===== src/rtl/rng_arbiter_if.sv =====
// ----------------------------------------------------------------------------
// rng_arbiter_if
// Purpose : Groups the requester handshake, reseed control and Random32
//           generator hookup of rng_arbiter into one bundle.
// Signals :
//   req          [NREQ] level request per requester
//   gnt          [NREQ] one-hot, single-cycle grant
//   data         [32]   random word delivered with gnt
//   reseed_req   [1]    single-cycle reseed pulse
//   reseed_value [32]   seed sampled with reseed_req
//   busy         [1]    arbiter is loading or warming the generator
//   rng_rstn     [1]    active-low reset to Random32
//   rng_seed     [32]   seed to Random32
//   rng_number   [32]   current Random32 output word
// Modports:
//   slave  : the arbiter side
//   master : the environment side (requesters plus the generator itself)
// ----------------------------------------------------------------------------
interface rng_arbiter_if #(
    parameter int NREQ = 4
);
    logic [NREQ-1:0] req;
    logic [NREQ-1:0] gnt;
    logic [31:0]     data;
    logic            reseed_req;
    logic [31:0]     reseed_value;
    logic            busy;
    logic            rng_rstn;
    logic [31:0]     rng_seed;
    logic [31:0]     rng_number;

    modport slave (
        input  req,
        input  reseed_req,
        input  reseed_value,
        input  rng_number,
        output gnt,
        output data,
        output busy,
        output rng_rstn,
        output rng_seed
    );

    modport master (
        output req,
        output reseed_req,
        output reseed_value,
        output rng_number,
        input  gnt,
        input  data,
        input  busy,
        input  rng_rstn,
        input  rng_seed
    );
endinterface


===== src/rtl/rng_arbiter.sv =====
// ----------------------------------------------------------------------------
// rng_arbiter
// Purpose : Owns the single Random32 generator and shares it between NREQ
//           requesters with round-robin arbitration. Sequences the generator
//           reset/seed load after rst and on every accepted reseed request,
//           discards a few warm-up words, and leaves an idle gap after every
//           grant so the generator has stepped before the next word is handed
//           out (no two grants ever see the same word).
// Ports   :
//   clk  in  system clock
//   rst  in  asynchronous reset, active-high
//   bus  rng_arbiter_if.slave (req, gnt, data, reseed_req, reseed_value,
//        busy, rng_rstn, rng_seed, rng_number)
// Optional feature:
//   RNG_ZERO_SEED_GUARD_EN - when defined, a requested seed of 32'h0 (which
//   would lock the LFSR at zero) is replaced by DEFAULT_SEED. When undefined
//   the requested seed is loaded verbatim.
// ----------------------------------------------------------------------------
module rng_arbiter #(
    parameter int          NREQ         = 4,
    parameter logic [31:0] DEFAULT_SEED = 32'h4789_FA12,
    parameter int          RST_CYC      = 2,
    parameter int          WARM_CYC     = 4,
    parameter int          REFRESH_CYC  = 1
) (
    input  logic          clk,
    input  logic          rst,
    rng_arbiter_if.slave  bus
);

    localparam int PTR_W = (NREQ > 1) ? $clog2(NREQ) : 1;
    localparam int CNT_W = 16;

    typedef enum logic [1:0] {
        ST_LOAD  = 2'd0,
        ST_WARM  = 2'd1,
        ST_SERVE = 2'd2,
        ST_HOLD  = 2'd3
    } state_t;

    state_t            r_state;
    logic [CNT_W-1:0]  r_cnt;
    logic [PTR_W-1:0]  r_ptr;
    logic [NREQ-1:0]   r_gnt;
    logic [31:0]       r_data;
    logic              r_busy;
    logic              r_rng_rstn;
    logic [31:0]       r_rng_seed;

    logic              w_any;
    logic [PTR_W-1:0]  w_winner;
    logic [PTR_W-1:0]  w_idx;

    // Seed actually presented to the generator for a requested value.
    function automatic logic [31:0] f_seed_sel(input logic [31:0] v);
`ifdef RNG_ZERO_SEED_GUARD_EN
        if (v == 32'h0000_0000) begin
            f_seed_sel = DEFAULT_SEED;
        end else begin
            f_seed_sel = v;
        end
`else
        f_seed_sel = v;
`endif
    endfunction

    // Round-robin search: first requester strictly after r_ptr, wrapping.
    always_comb begin
        w_any    = 1'b0;
        w_winner = r_ptr;
        w_idx    = r_ptr;
        for (int k = 1; k <= NREQ; k++) begin
            w_idx = PTR_W'((int'(r_ptr) + k) % NREQ);
            if (!w_any && bus.req[w_idx]) begin
                w_any    = 1'b1;
                w_winner = w_idx;
            end else begin
                w_any    = w_any;
            end
        end
    end

    // Main sequencer: load/warm/serve/hold with all outputs registered.
    always_ff @(posedge clk or posedge rst) begin
        if (rst) begin
            r_state    <= ST_LOAD;
            r_cnt      <= {CNT_W{1'b0}};
            r_ptr      <= PTR_W'(NREQ - 1);
            r_gnt      <= {NREQ{1'b0}};
            r_data     <= 32'h0000_0000;
            r_busy     <= 1'b1;
            r_rng_rstn <= 1'b0;
            r_rng_seed <= DEFAULT_SEED;
        end else begin
            // grant is a single-cycle pulse unless the SERVE branch sets it
            r_gnt <= {NREQ{1'b0}};
            case (r_state)
                ST_LOAD: begin
                    if (r_cnt == CNT_W'(RST_CYC - 1)) begin
                        r_state    <= ST_WARM;
                        r_cnt      <= {CNT_W{1'b0}};
                        r_rng_rstn <= 1'b1;
                    end else begin
                        r_cnt <= r_cnt + CNT_W'(1);
                    end
                end
                ST_WARM: begin
                    if (r_cnt == CNT_W'(WARM_CYC - 1)) begin
                        r_state <= ST_SERVE;
                        r_cnt   <= {CNT_W{1'b0}};
                        r_busy  <= 1'b0;
                    end else begin
                        r_cnt <= r_cnt + CNT_W'(1);
                    end
                end
                ST_SERVE: begin
                    // reseed has priority; pending requests simply wait
                    if (bus.reseed_req) begin
                        r_state    <= ST_LOAD;
                        r_cnt      <= {CNT_W{1'b0}};
                        r_busy     <= 1'b1;
                        r_rng_rstn <= 1'b0;
                        r_rng_seed <= f_seed_sel(bus.reseed_value);
                    end else if (w_any) begin
                        r_state <= ST_HOLD;
                        r_cnt   <= {CNT_W{1'b0}};
                        r_gnt   <= {{(NREQ-1){1'b0}}, 1'b1} << w_winner;
                        r_data  <= bus.rng_number;
                        r_ptr   <= w_winner;
                    end else begin
                        r_state <= ST_SERVE;
                    end
                end
                ST_HOLD: begin
                    if (r_cnt == CNT_W'(REFRESH_CYC - 1)) begin
                        r_state <= ST_SERVE;
                        r_cnt   <= {CNT_W{1'b0}};
                    end else begin
                        r_cnt <= r_cnt + CNT_W'(1);
                    end
                end
                default: begin
                    r_state    <= ST_LOAD;
                    r_cnt      <= {CNT_W{1'b0}};
                    r_busy     <= 1'b1;
                    r_rng_rstn <= 1'b0;
                end
            endcase
        end
    end

    assign bus.gnt      = r_gnt;
    assign bus.data     = r_data;
    assign bus.busy     = r_busy;
    assign bus.rng_rstn = r_rng_rstn;
    assign bus.rng_seed = r_rng_seed;

endmodule

===== src/flat_wrapper.sv =====
// flat-port wrapper written by rule: the top's interface ports become plain ports
module rng_arbiter_flat 
#(
    parameter int          NREQ         = 4,
    parameter logic [31:0] DEFAULT_SEED = 32'h4789_FA12,
    parameter int          RST_CYC      = 2,
    parameter int          WARM_CYC     = 4,
    parameter int          REFRESH_CYC  = 1
)
  (clk, rst, bus_req, bus_reseed_req, bus_reseed_value, bus_rng_number, bus_gnt, bus_data, bus_busy, bus_rng_rstn, bus_rng_seed);
  rng_arbiter_if #(.NREQ(NREQ)) bus_i ();
  input  logic clk;
  input  logic rst;
  input wire logic [$bits(bus_i.req)-1:0] bus_req;
  input wire logic [$bits(bus_i.reseed_req)-1:0] bus_reseed_req;
  input wire logic [$bits(bus_i.reseed_value)-1:0] bus_reseed_value;
  input wire logic [$bits(bus_i.rng_number)-1:0] bus_rng_number;
  output wire logic [$bits(bus_i.gnt)-1:0] bus_gnt;
  output wire logic [$bits(bus_i.data)-1:0] bus_data;
  output wire logic [$bits(bus_i.busy)-1:0] bus_busy;
  output wire logic [$bits(bus_i.rng_rstn)-1:0] bus_rng_rstn;
  output wire logic [$bits(bus_i.rng_seed)-1:0] bus_rng_seed;
  assign bus_i.req = bus_req;
  assign bus_i.reseed_req = bus_reseed_req;
  assign bus_i.reseed_value = bus_reseed_value;
  assign bus_i.rng_number = bus_rng_number;
  assign bus_gnt = bus_i.gnt;
  assign bus_data = bus_i.data;
  assign bus_busy = bus_i.busy;
  assign bus_rng_rstn = bus_i.rng_rstn;
  assign bus_rng_seed = bus_i.rng_seed;
  rng_arbiter #(.NREQ(NREQ), .DEFAULT_SEED(DEFAULT_SEED), .RST_CYC(RST_CYC), .WARM_CYC(WARM_CYC), .REFRESH_CYC(REFRESH_CYC)) u_core (.clk(clk), .rst(rst), .bus(bus_i));
endmodule

===== config.mk =====
export PLATFORM = sky130hd
export DESIGN_NAME = rng_arbiter_flat
export DESIGN_NICKNAME = d
export VERILOG_FILES = /design/src/rtl/rng_arbiter_if.sv /design/src/rtl/rng_arbiter.sv /design/src/flat_wrapper.sv
export SDC_FILE = /design/constraint.sdc
export NUM_CORES = 1
export LEC_CHECK = 0
export BUFFER_PORTS_ARGS = -buffer_cell sky130_fd_sc_hd__buf_2
export CELL_PAD_IN_SITES_DETAIL_PLACEMENT = 1
export CELL_PAD_IN_SITES_GLOBAL_PLACEMENT = 1
export CORE_MARGIN = 1.5
export CORE_UTILIZATION = 40
export DETAILED_ROUTE_END_ITERATION = 16
export PLACE_DENSITY_LB_ADDON = 0.1
export RECOVER_POWER = 25
export SYNTH_ARGS = -nofsm -noshare
export SYNTH_HDL_FRONTEND = slang
export SYNTH_SLANG_ARGS = --single-unit

===== constraint.sdc =====
create_clock -name clk -period 8.57 [get_ports clk]
set_clock_uncertainty 0.05 [all_clocks]
set_input_delay 1.714 -clock clk [delete_from_list [all_inputs] [get_ports clk]]
set_output_delay 1.714 -clock clk [all_outputs]
set_load 0.02 [all_outputs]

## After elaboration in Yosys (flattened, before gate mapping)

Cells that the tools add are included.

- Register bits after elaboration: 90
- Bits of input ports: 71
- Output and inout bits: 70
- Word-level logic and storage cells: 81

- $add $sub $neg: 5
- Magnitude comparators: 4
- Equality and inequality tests: 10
- Shifts and indexed selects: 1
- Multiplexer cells: 37
- Bitwise logic cells: 1
- Reductions and logical operators: 15

Operators with widths:

| operator | number |
|---|---|
| $mux 16 | 5 |
| $pmux 16 s4 | 1 |
| $add 16x1->16 const B | 1 |
| $eq 16x1->1 const B | 1 |
| $eq 16x2->1 const B | 1 |
| $logic_not 16->1 | 1 |
| $mux 2 | 8 |
| $mux 1 | 13 |
| $lt 2x3->1 const B | 4 |
| $mux 4 | 3 |
| $reduce_and 3->1 | 4 |
| $bmux 1 s2 | 4 |
| $pmux 2 s4 | 1 |
| $ne 2x1->1 const B | 3 |
| $add 2x1->2 const B | 2 |
| $add 2x2->2 const B | 2 |
| $eq 2x2->1 const B | 2 |
| $pmux 1 s2 | 2 |
| $reduce_bool 2->1 | 2 |
| $shl 1x2->4 const A | 1 |
| $logic_and 1x1->1 | 3 |
| $logic_not 1->1 | 3 |
| $ne 3x2->1 const B | 1 |
| $eq 2x1->1 const B | 1 |
| other kinds (4) | 4 |

## Logic depth before layout (Yosys ltp)

- Depth after elaboration: 17
- Mapped depth: 8
- Gate-level depth less buffers: 7

## Least setup slack after synthesis

Ideal clock, no wire load.

- Kind: input port to flip-flop
- From: input port bus_req[1]
- To: register u_core.r_cnt[5]
- Arrival: 2730 ps
- Data required time: 8438 ps
- Setup slack: 5708 ps
- Stages: 6
- Buffers on the path: 2
- Path through: nor4_2 > and3_1 > buf_2 > buf_4 > inv_1 > a31oi_1

- Cells in the longest elaborated chain, start to end: 13

Ends and longest elaborated chain:

| element | line | text |
|---|---|---|
| start, declared | flat_wrapper.sv:14 | `input wire logic [$bits(bus_i.req)-1:0] bus_req;` |
| $bmux 1 s2 | rng_arbiter.sv:74 | `if (!w_any && bus.req[w_idx]) begin` |
| $mux 1 (not written as such) | rng_arbiter.sv:74 |  |
| $mux 1 | rng_arbiter.sv:74 |  |
| $logic_not 1->1 | rng_arbiter.sv:74 |  |
| $logic_and 1x1->1 | rng_arbiter.sv:74 |  |
| $mux 1 | rng_arbiter.sv:74 |  |
| $logic_not 1->1 | rng_arbiter.sv:74 |  |
| $logic_and 1x1->1 | rng_arbiter.sv:74 |  |
| $mux 1 | rng_arbiter.sv:74 |  |
| $logic_not 1->1 | rng_arbiter.sv:74 |  |
| $logic_and 1x1->1 | rng_arbiter.sv:74 |  |
| $mux 1 * | rng_arbiter.sv:74 |  |
| $ne 3x2->1 (no line) * | - |  |
| end signal, assigned | rng_arbiter.sv:87 | `r_cnt <= {CNT_W{1'b0}};` |
| end signal, assigned | rng_arbiter.sv:101 | `r_cnt <= {CNT_W{1'b0}};` |
| end signal, assigned | rng_arbiter.sv:104 | `r_cnt <= r_cnt + CNT_W'(1);` |
| end, declared | rng_arbiter.sv:42 | `logic [CNT_W-1:0] r_cnt;` |

Every way passes the cells marked *; elsewhere a longest branch is shown, timed or not. The select of a mux whose other input is x is not followed.
A chain may end at the register's enable or synchronous reset.

## Worst setup path in the final report

- From: input port bus_reseed_req
- To: register u_core.r_rng_seed[6] (netlist: u_core.bus.rng_seed[6])

- Cells in the longest elaborated chain, start to end: 1

Ends and longest elaborated chain:

| element | line | text |
|---|---|---|
| start, declared | flat_wrapper.sv:15 | `input wire logic [$bits(bus_i.reseed_req)-1:0] bus_reseed_req;` |
| $reduce_and 2->1 (no line) | - |  |
| end signal, assigned | rng_arbiter.sv:123 | `r_rng_seed <= f_seed_sel(bus.reseed_value);` |
| end, declared | rng_arbiter.sv:48 | `logic [31:0] r_rng_seed;` |

Every way passes these cells.

==> metrics.sh <==
ROUTE.DETAILED.DRC=0
WORST_R2R_DST='u_core.bus.rng_seed[6]$_DFFE_PP0P_'
CLOCK_INSERTION_DELAY_WORST_SKEW_PS=360
NETLIST_AREA_MM2=0.00397
FINAL-SETUP-VIOL-COUNT=0
HOLD_VIOLATIONS=0
YS_SEQ_ELEMENTS=90
FMAX_GHz=0.283
COUNT_OF_FLIP_FLOPS_WITH_A_BUILT_IN_ENABLE_AFTER_SYNTHESIS=0
CLOCK_TREE_FROM_TRITONCTS='done'
CP-START-KIND='input pin'
SYNTH-SEQ-AREA-SHARE=0.572
SETUP_SLACK_OF_THE_MOST_CRITICAL_REG_TO_REG_PATH_PS=5820
SYNTHESIS.YOSYS.WARNINGS=0
MET2_USAGE=0.334
WORST_EP_ARRIVAL_PS=3730
PATH_CLASS='in2reg'
PLACEMENTROWS=36
SYNTHESIS.INSTANCES=383
HTREE_NUM_LEVELS=3
SYNTH.DISTINCT_CELLS=49
POSTCTSHOLDBUFS=0
SETUP_TNS_FINAL_PS=0
INITIAL_CORE_UTIL=0.410
POST-ROUTE-WORST-SETUP-SLACK_PS=5030
CLK_PIN_SLEW_PS=90
GR-TOTAL-OVERFLOW=0
FP.DIEAREA_MM2=0.0105
ROUTE.ANTENNA.REMAINING_NETS=0
GRT_FIRST_PASS_WIRELENGTH_UM=16200
HOLD_PATH_DEPTH=2
OUTCOME='finished, violations left'
FINAL.PERIOD_UTILIZATION=0.413
LAYOUT.CELLS.MOST_COMMON_LIST='buf_2, nand2_1, dfrtp_1'
DRIVE_ABOVE_1_SHARE=0.413
ENDPOINT_KIND='flop'
POSTSYNTH.TOPFLOPCELL='dfrtp_1'
ANTENNA-DIODE-COUNT=0
PLACE_WORST_SETUP_SLACK_PS=4750
ASYNCSETRESETFLOPFRACSYNTH=1.00
DRT-INITIAL-DRC-COUNT=102
ROUTABILITY_CONG=0.776
POST-DP-HPWL_UM=7510
MAX_CAP_VIOLATIONS=2
CLOCK_TREE.BUFFER_DEPTH=2
WORSTMARGINPINSLEW_PS=1800
ANTENNA_FOUND_INITIAL=0
HP-START='u_core.bus.data[3]$_DFFE_PP0P_'
WORSTREGTOREGCELLS=5
DESIGN.FINAL.NETS=594
POST_CTS_RESIZE_COUNT=0
CTSROOTBUFFERMASTER='clkbuf_8'
AVGROUTEDWIREPERCELL_UM=15.7
FINAL_PERIOD_MINUS_WORST_SETUP_SLACK_PS=3540
SYNTH_TOP_AREA_SHARE=0.453
CTS_SETUP_BUFFERS=0
TRITONCTS.NUM_BUFFERS=9
SYN_NETS=457
POST-SYNTH-TOP-AREA-CELL='dfrtp_1'
WORST_PATH_MAXIMUM_FANOUT=32
SETUP_REPAIR_AFTER_GLOBAL_ROUTING_MISSED_ITS_MARGIN='false'
GRT_MAX_DEGREE=55
HOLDPATHEND='u_core.bus.data[3]$_DFFE_PP0P_'
IO_PINS=141
SYNTH_TOP_CELLS_BY_AREA='dfrtp_1, dfstp_2, nand2_1'
RELSLEWSLACK=-0.199
DESIGN.CORE.AREA_MM2=0.00968
VDD.IR_DROP.WORST_mV=0.0664
MOSTFREQUENTLAYOUTCELL='buf_2'
CHIPHEIGHT_UM=103
GRT_UTIL_ALL_LAYERS=0.202
CRITPATHREQUIREDTIME_PS=8760
GRTUSAGEMET3=0.0346
CRIT-REG2REG-LAUNCH='u_core.r_state[1]$_DFFE_PP0P_'
AREA_GROWTH_SYN_TO_LAYOUT_PCT=24.6
PORT_BUFFERS=140
VIA_PER_INST=4.93
SYN_AVG_CELL_AREA_UM2=10.4
MIN_DELAY_PATH_CLASS='reg2reg'
VIOLATIONS_IN_THE_FINAL_REPORTS='max-capacitance violations, max-slew violations'
HOLD_WS_PS=430
DRTPASS1ITERATIONS=4
P_LEAK_nW=2.65
GRT.MET1_USAGE=0.264
NUMCLOCKSINKS=90
DIE_W_UM=103
FINALMAXSLEWVIOLATIONS=71
FIRST_GLOBAL_VIAS=3219
FINALWIRELENGTH_UM=10300
P_PER_AREA_mW_PER_MM2=161
GRT-BUSIEST-LAYER='met2'
NUM_VIAS=3245
[per-layer routing]
metal	wire length, um	up-vias
met2	4850	87
met5	0	-
met1	4730	1583
met4	161	0
li1	-	1563
met3	607	12
[state kept, by name, summed over array words and instances (netlist names)]
| name | count |
|---|---|
| u_core.bus.busy | 1 |
| u_core.bus.data | 32 |
| u_core.bus.gnt | 4 |
| u_core.bus.rng_rstn | 1 |
| u_core.bus.rng_seed | 32 |
| u_core.r_cnt | 16 |
| u_core.r_ptr | 2 |
| u_core.r_state | 2 |
[worst max path at each step]
stage	startpoint	endpoint	slack, ps	cells after the start
6_report	bus_reseed_req	u_core.bus.rng_seed[6]$_DFFE_PP0P_	5030	4
5_1_grt	bus_reseed_req	u_core.bus.rng_seed[6]$_DFFE_PP0P_	4890	4
4_1_cts	bus_req[1]	u_core.bus.gnt[3]$_DFF_PP0_	5140	5
3_5_place_dp	bus_req[1]	u_core.bus.gnt[3]$_DFF_PP0_	4750	5
3_3_place_gp	bus_req[1]	u_core.bus.gnt[3]$_DFF_PP0_	4820	5
2_1_floorplan	rst	u_core.bus.data[0]$_DFFE_PP0P_	4500	1
[cell families after synthesis]
family | count (synthesis) | synth area share
AOI/OAI and AO/OA | 47 | 0.0715
buffers and inverters | 27 | 0.0375
xor gates and xnor gates | 1 | 0.00220
adders and majority gates | 3 | 0.00945
muxes | 34 | 0.0960
DFF | 90 | 0.572
and+or+nand+nor | 181 | 0.211
[power by group]
group	total (mW)	switching (mW)	internal [mW]
logic	0.0620	0.0378	0.0242
clock network	0.295	0.152	0.143
registers	0.441	0.00664	0.434
total	0.798	0.196	0.602
[synthesized netlist by cell type (2+ instances only)]
master / count
nand2_1: 117
dfrtp_1: 72
mux2_2: 33
dfstp_2: 18
a21oi_1: 15
nor2_1: 14
o21ai_0: 14
nand3_1: 12
buf_2: 11
inv_1: 10
nand4_1: 5
buf_6: 4
nand2b_1: 4
or3_1: 4
ha_1: 3
nor2b_1: 3
nor3_1: 3
nor3b_1: 3
nor4_1: 3
a21o_1: 2
a22o_1: 2
a31oi_1: 2
nor3_2: 2
o22ai_1: 2
[critical path, stage by stage]
cell and delay, ps:
clkbuf_1 160, nand2_1 90, clkbuf_1 1280, mux2_2 450
[cell type report]
type,instances,area [um^2]
Tap cell,133,166
Inverter,10,38.8
Fill cell,1137,4730
Timing Repair Buffer,143,718
Clock inverter,4,51.3
Sequential cell,90,2270
Clock buffer,12,145
Multi-Input combinational cell,266,1560
[metrics by stage]
step           power [mW]  instance area [um^2]   util  std cells
4_1_cts             0.808                  4960  0.512        658
2_1_floorplan       0.479                  3970      -        383
5_1_grt             0.830                  4950  0.511        658
3_5_place_dp        0.513                  4760  0.491        642
6_report            0.798                  4950  0.511        658
3_3_place_gp        0.510                  4760  0.491        642
Power figures use the tool's default switching activity.
